### config.mk
export PLATFORM = sky130hd
export DESIGN_NAME = uart_rx_buf_ctrl
export DESIGN_NICKNAME = d
export VERILOG_FILES = /design/src/rtl/uart_rxc_pkg.sv /design/src/rtl/uart_rxc_ptr.sv /design/src/rtl/uart_rx_buf_ctrl.sv
export SDC_FILE = /design/constraint.sdc
export NUM_CORES = 1
export LEC_CHECK = 0
export CAP_MARGIN = 20
export CORE_ASPECT_RATIO = 2
export CORE_MARGIN = 2
export CORE_UTILIZATION = 32
export DETAILED_ROUTE_END_ITERATION = 12
export PLACE_DENSITY = 0.67
export SLEW_MARGIN = 20
export SYNTH_ARGS = -nofsm -noshare
export SYNTH_HDL_FRONTEND = slang
export SYNTH_HIERARCHICAL = 1
export SYNTH_SLANG_ARGS = --single-unit
### constraint.sdc
create_clock -name Clk -period 2.6 [get_ports Clk]
set_input_delay 0.52 -clock Clk [delete_from_list [all_inputs] [get_ports Clk]]
set_output_delay 0.52 -clock Clk [all_outputs]
set_load 0.02 [all_outputs]
### src/rtl/uart_rxc_pkg.sv
// Shared definitions for the UART receive-buffer sequencer.
// Holds the FSM state encoding and the default data width and buffer depth.
package uart_rxc_pkg;

    localparam int unsigned DefBitwidth = 8;
    localparam int unsigned DefDepth    = 4;

    typedef enum logic [1:0] {
        StIdle    = 2'd0,
        StIssue   = 2'd1,
        StCapture = 2'd2
    } rxc_state_e;

endpackage

### src/rtl/uart_rxc_ptr.sv
// Write/read pointer and occupancy tracker for the UART receive buffer.
// Ports:
//   Clk, Rst         clock, synchronous active-high reset
//   inc_wr, inc_rd   advance write / read pointer (one entry added / removed)
//   wr_ptr, rd_ptr   current buffer addresses, wrap modulo DEPTH
//   count            occupancy 0..DEPTH
//   full, empty      decoded from count, not from pointer comparison
module uart_rxc_ptr
    import uart_rxc_pkg::*;
#(
    parameter int unsigned DEPTH  = DefDepth,
    parameter int unsigned ADDR_W = $clog2(DefDepth)
) (
    input  logic              Clk,
    input  logic              Rst,
    input  logic              inc_wr,
    input  logic              inc_rd,
    output logic [ADDR_W-1:0] wr_ptr,
    output logic [ADDR_W-1:0] rd_ptr,
    output logic [ADDR_W:0]   count,
    output logic              full,
    output logic              empty
);

    logic [ADDR_W-1:0] wr_ptr_q, wr_ptr_d;
    logic [ADDR_W-1:0] rd_ptr_q, rd_ptr_d;
    logic [ADDR_W:0]   count_q, count_d;

    // DEPTH is a power of two, so natural pointer overflow is the wrap.
    always_comb begin
        wr_ptr_d = wr_ptr_q;
        rd_ptr_d = rd_ptr_q;
        count_d  = count_q;
        if (inc_wr) begin
            wr_ptr_d = wr_ptr_q + ADDR_W'(1);
        end
        if (inc_rd) begin
            rd_ptr_d = rd_ptr_q + ADDR_W'(1);
        end
        if (inc_wr && !inc_rd) begin
            count_d = count_q + (ADDR_W + 1)'(1);
        end else if (!inc_wr && inc_rd) begin
            count_d = count_q - (ADDR_W + 1)'(1);
        end
    end

    always_ff @(posedge Clk) begin
        if (Rst) begin
            wr_ptr_q <= '0;
            rd_ptr_q <= '0;
            count_q  <= '0;
        end else begin
            wr_ptr_q <= wr_ptr_d;
            rd_ptr_q <= rd_ptr_d;
            count_q  <= count_d;
        end
    end

    assign wr_ptr = wr_ptr_q;
    assign rd_ptr = rd_ptr_q;
    assign count  = count_q;
    assign full   = (count_q == (ADDR_W + 1)'(DEPTH));
    assign empty  = (count_q == '0);

endmodule

### src/rtl/uart_rx_buf_ctrl.sv
// Sequencer for the single-port UART receive buffer.
// Writes each received byte into the buffer and serves host reads, sharing the
// one address port; a write always wins the port on a given edge.
// Optional feature: define UART_RXC_IRQ_EN to add the registered irq output
// (count >= IRQ_LEVEL or overrun).
// Ports:
//   Clk, Rst            clock, synchronous active-high reset
//   rx_valid, rx_data   received byte strobe and data
//   rd_req              host read request (level, sampled in idle)
//   rd_valid, rd_data   one-cycle read strobe, last byte read
//   buf_wr, buf_rd, buf_addr, buf_din, buf_dout   buffer port
//   count, empty, full  occupancy and flags
//   overrun, clr_ovr    sticky dropped-byte flag and its clear
//   irq                 interrupt (UART_RXC_IRQ_EN only)
module uart_rx_buf_ctrl
    import uart_rxc_pkg::*;
#(
    parameter int unsigned BITWIDTH = DefBitwidth,
    parameter int unsigned DEPTH    = DefDepth,
    parameter int unsigned ADDR_W   = 2
`ifdef UART_RXC_IRQ_EN
    ,
    parameter int unsigned IRQ_LEVEL = 2
`endif
) (
    input  logic                Clk,
    input  logic                Rst,
    input  logic                rx_valid,
    input  logic [BITWIDTH-1:0] rx_data,
    input  logic                rd_req,
    output logic                rd_valid,
    output logic [BITWIDTH-1:0] rd_data,
    output logic                buf_wr,
    output logic                buf_rd,
    output logic [ADDR_W-1:0]   buf_addr,
    output logic [BITWIDTH-1:0] buf_din,
    input  logic [BITWIDTH-1:0] buf_dout,
    output logic [ADDR_W:0]     count,
    output logic                empty,
    output logic                full,
    output logic                overrun,
    input  logic                clr_ovr
`ifdef UART_RXC_IRQ_EN
    ,
    output logic                irq
`endif
);

    rxc_state_e state_q, state_d;

    logic                wr_issue;
    logic                rd_start;
    logic [ADDR_W-1:0]   wr_ptr;
    logic [ADDR_W-1:0]   rd_ptr;
    logic [ADDR_W:0]     count_w;
    logic                full_w;
    logic                empty_w;

    logic                buf_wr_q, buf_wr_d;
    logic                buf_rd_q, buf_rd_d;
    logic [ADDR_W-1:0]   buf_addr_q, buf_addr_d;
    logic [BITWIDTH-1:0] buf_din_q, buf_din_d;
    logic                rd_valid_q, rd_valid_d;
    logic [BITWIDTH-1:0] rd_data_q, rd_data_d;
    logic                overrun_q, overrun_d;

    assign wr_issue = rx_valid && !full_w;
    // A read may only start from idle on an edge the writer does not claim.
    assign rd_start = (state_q == StIdle) && rd_req && !empty_w && !wr_issue;

    uart_rxc_ptr #(
        .DEPTH  (DEPTH),
        .ADDR_W (ADDR_W)
    ) u_ptr (
        .Clk    (Clk),
        .Rst    (Rst),
        .inc_wr (wr_issue),
        .inc_rd (rd_start),
        .wr_ptr (wr_ptr),
        .rd_ptr (rd_ptr),
        .count  (count_w),
        .full   (full_w),
        .empty  (empty_w)
    );

    // State register
    always_ff @(posedge Clk) begin
        if (Rst) begin
            state_q <= StIdle;
        end else begin
            state_q <= state_d;
        end
    end

    // Next state
    always_comb begin
        state_d = state_q;
        unique case (state_q)
            StIdle:    if (rd_start) state_d = StIssue;
            StIssue:   state_d = StCapture;
            StCapture: state_d = StIdle;
            default:   state_d = StIdle;
        endcase
    end

    // Output next-values; all of them are registered below.
    always_comb begin
        buf_wr_d   = wr_issue;
        buf_rd_d   = rd_start;
        buf_addr_d = buf_addr_q;
        buf_din_d  = buf_din_q;
        if (wr_issue) begin
            buf_addr_d = wr_ptr;
            buf_din_d  = rx_data;
        end else if (rd_start) begin
            buf_addr_d = rd_ptr;
        end
        // The buffer registered dataOut on the previous edge; take it now.
        rd_valid_d = (state_q == StCapture);
        rd_data_d  = rd_valid_d ? buf_dout : rd_data_q;
        overrun_d  = overrun_q;
        if (clr_ovr) begin
            overrun_d = 1'b0;
        end
        if (rx_valid && full_w) begin
            overrun_d = 1'b1;
        end
    end

    always_ff @(posedge Clk) begin
        if (Rst) begin
            buf_wr_q   <= 1'b0;
            buf_rd_q   <= 1'b0;
            buf_addr_q <= '0;
            buf_din_q  <= '0;
            rd_valid_q <= 1'b0;
            rd_data_q  <= '0;
            overrun_q  <= 1'b0;
        end else begin
            buf_wr_q   <= buf_wr_d;
            buf_rd_q   <= buf_rd_d;
            buf_addr_q <= buf_addr_d;
            buf_din_q  <= buf_din_d;
            rd_valid_q <= rd_valid_d;
            rd_data_q  <= rd_data_d;
            overrun_q  <= overrun_d;
        end
    end

    assign buf_wr   = buf_wr_q;
    assign buf_rd   = buf_rd_q;
    assign buf_addr = buf_addr_q;
    assign buf_din  = buf_din_q;
    assign rd_valid = rd_valid_q;
    assign rd_data  = rd_data_q;
    assign overrun  = overrun_q;
    assign count    = count_w;
    assign full     = full_w;
    assign empty    = empty_w;

`ifdef UART_RXC_IRQ_EN
    logic [ADDR_W:0] count_nxt;
    logic            irq_q, irq_d;

    // Use next-state occupancy so irq lines up with the registered count.
    always_comb begin
        count_nxt = count_w;
        if (wr_issue) begin
            count_nxt = count_w + (ADDR_W + 1)'(1);
        end else if (rd_start) begin
            count_nxt = count_w - (ADDR_W + 1)'(1);
        end
        irq_d = (count_nxt >= (ADDR_W + 1)'(IRQ_LEVEL)) || overrun_d;
    end

    always_ff @(posedge Clk) begin
        if (Rst) begin
            irq_q <= 1'b0;
        end else begin
            irq_q <= irq_d;
        end
    end

    assign irq = irq_q;
`endif

endmodule
==> metrics.txt, run 1 <==
run status finished, final reports clean; fillers 319; Setup Fix Bufs, Post-CTS 0; Sw Pwr approximately 0.53 mW; Die Y-Extent a little under 90 um; Slowest-stage cell, CP clkdlybuf4s50_1; P&R area growth vs syn 59.3%; Min Hold Slack 456 ps; Mapped Cells roughly 130; final hold vios 0; clk root buf clkbuf_8; Row Count 30; sequential share of the synthesized area 53.9%; Placed Cells 224; sw frac 31.5%; Max Fanout on Critical Path 4; IO Pins 48; max incr delay on CP between 400 and 500 ps; TritonCTS buffer count 5; initial antenna violation count 0; die footprint 0.00412 mm2; Net Count, Synth 151; Non-Filler Instances 232; Combinational Power Share a little over a third; Tot Pwr 1.70 mW; Worst Setup Path Type in -> reg; WP data arrival around 2600 ps; Crit path top cell by count inv_1; Final Setup Violations 0; minimum clock period 2360 ps; r2r setup slk 300 ps; cts hold-fix bufs 0; vias post-DR between 1000 and 1500; first-pass GRT wire length 4.60 mm; clock sinks 31; footprint of the multi-input gates 509 um2; DIE WIDTH 46.4 um; Starting Density between 30% and 40%; most common cell after layout, fill and taps aside clkdlybuf4s50_1; Power Dens Cells a little over 900 mW/mm2; Max Freq 424 MHz; Skew-Pair Late Insertion Delay around 280 ps; Top Family by Delay on Critical Path simple AND/OR/NAND/NOR gates; Final Max Tran Viols 0; CTS max path bufs 2; Critical Path RT 2810 ps; post-synthesis register bit count 31; WP buf/inv 3; worst-path cell chain clkdlybuf4s50_1, nand2b_1, and2_1, inv_1, ha_1, inv_1, fa_1, xor2_1, or3_1, a21oi_1; total global routing overflow 0; number of max-cap violations 0; Routed Antenna Nets 0; Core Area between 0.003 and 0.004 mm2; DRC Markers 0; post-DP HPWL 2.07 mm; RePlAce Congestion around 0.76; highest-count cells in the layout ignoring fill and taps clkdlybuf4s50_1 (47), nand2_1 (35), dfxtp_1 (31), a21oi_1 (18), nor2_1 (10); Netlist cell types 23; largest net degree at the start of global routing 32; clock power share about 28%; skew final 4.41 ps; drt wl/cell ~12 um; Tcrit/Tclk final between 90% and 100%; # H-tree levels 2; Syn Area/Cell about 9.0 um2; post-cts resize count 0; CTS tree built; Layout Nets ~210; setup_tns 0 ps; register share of total power 36.2%; Slew Limit Headroom approximately 65%; Leak 0.690 nW; internal power 1.16 mW; number of global-route vias before repair 1071; register area 621 um2; DR pass1 iterations 4; Port Buffer Count 47; Total Routed Length 2.69 mm; RSZ-0062 raised after global routing no; n_diodes 0; Setup crit end kind flop; Slew @ Worst Pin between 500 and 600 ps; Syn. warnings 6; maximum VDD drop 0.666 mV; vias per inst 4.43; clock slew at reported path FFs 60 ps; layout cells sized above 1 10.3%; DR iter-0 viols 6; GRT Total Usage 15.8%; startpoint types primary input; Mapped Area ~0.0012 mm2; Hold WC Path Type reg -> reg
-- final timing paths --
| path | start | endpoint | cells past startpoint |
|---|---|---|---|
| worst min-delay path | rd_data[6] | rd_data[6] | 2 |
| worst max register to register | u_ptr/count[0] | u_ptr/count[2] | 10 |
| worst min register to register | rd_data[6] | rd_data[6] | 2 |
| worst max-delay path | rx_valid | u_ptr/count[2] | 10 |
-- cells in the mapped netlist (all sizes together) --
| master | number | area share (%) |
|---|---|---|
| and2 | 1 | 0.54 |
| o21ai | 1 | 0.43 |
| dfxtp | 31 | 54 |
| nor2 | 10 | 3.3 |
| nand2 | 35 | 11 |
| xor2 | 4 | 3.0 |
| or3 | 1 | 0.54 |
| fa | 1 | 1.7 |
| mux2i | 3 | 2.6 |
| a211oi | 2 | 2.2 |
| nand2b | 2 | 1.1 |
| nor4b | 1 | 2.1 |
| clkbuf | 4 | 1.3 |
| nor3 | 1 | 0.43 |
| xnor2 | 2 | 1.5 |
| a21oi | 18 | 7.8 |
| clkinv | 1 | 0.33 |
| buf | 1 | 0.43 |
| ha | 1 | 1.1 |
| nor3b | 2 | 1.3 |
| nor2b | 3 | 1.6 |
| inv | 2 | 0.65 |
| or2b | 1 | 0.65 |
-- registers in the layout, summed over array words and instances (netlist names), 2 cells and up --
register	count
state_q	2
rd_data	8
buf_addr	2
u_ptr/wr_ptr	2
buf_din	8
u_ptr/rd_ptr	2
u_ptr/count	3
-- power groups by stage --
stage	logic [mW]	registers [mW]	clock network, mW
3_5_place_dp	0.606	0.626	0
5_1_grt	0.660	0.626	0.512
4_1_cts	0.610	0.616	0.492
3_3_place_gp	0.587	0.620	0
2_1_floorplan	0.282	0.680	0
6_report	0.601	0.614	0.481
-- metal layers --
metal | routed length, um | up-vias | track usage (%) | part of all wire (%)
met4 | 70 | 0 | 8.57 | 2.6
li1 | - | 520 | - | -
met1 | 938 | 468 | 16.3 | 35
met2 | 1490 | 34 | 26.1 | 55
met5 | 0 | - | 0 | 0
met3 | 189 | 6 | 6.53 | 7.0
-- worst reg2reg max path: stages, from the launching register on --
cell     delay, ps
dfxtp_1        380
nor3_2         310
nor4b_4         80
and2_1         180
inv_1           50
ha_1           170
inv_1           60
fa_1           380
xor2_1         160
or3_1          300
a21oi_1        150
-- metrics by stage --
stage | area [um2] | worst slack [ps] | util, %
3_3_place_gp | 1720 | 58.7 | 50.3
6_report | 1830 | 241 | 53.7
2_1_floorplan | 1160 | 109 | -
4_1_cts | 1830 | 240 | 53.7
3_5_place_dp | 1720 | -53.0 | 50.3
5_1_grt | 1830 | 113 | 53.7
-- layout make-up --
| cell class | count | area share [%] |
|---|---|---|
| flip-flops and latches | 31 | 33.8 |
| multi-input cells | 89 | 27.8 |
| inverters | 3 | 0.614 |
| clock inverters | 2 | 1.91 |
| repair buffers | 53 | 28.1 |
| clock buffers | 6 | 4.50 |
| well taps | 48 | 3.27 |
-- cells by family (layout without fill, tap and decap cells) --
kind of cell / count (synthesis) / count (layout) / share of synthesized area [%]
AO/OA/AOI/OAI: 21 / 21 / 10.4
flip-flops: 31 / 31 / 53.9
adder cells (fa/ha/maj): 2 / 2 / 2.83
XOR/XNOR: 6 / 6 / 4.57
buffers and inverters: 8 / 64 / 2.72
multiplexers: 3 / 3 / 2.61
AND/OR/NAND/NOR: 57 / 57 / 22.9
(Power assumes the default switching activity.)
==> run 2: changes to the inputs <==
- CAP_MARGIN: 20 -> default
==> results of run 2 <==
Same layout as run 1: the final DEF is identical, and so are final timing and power.
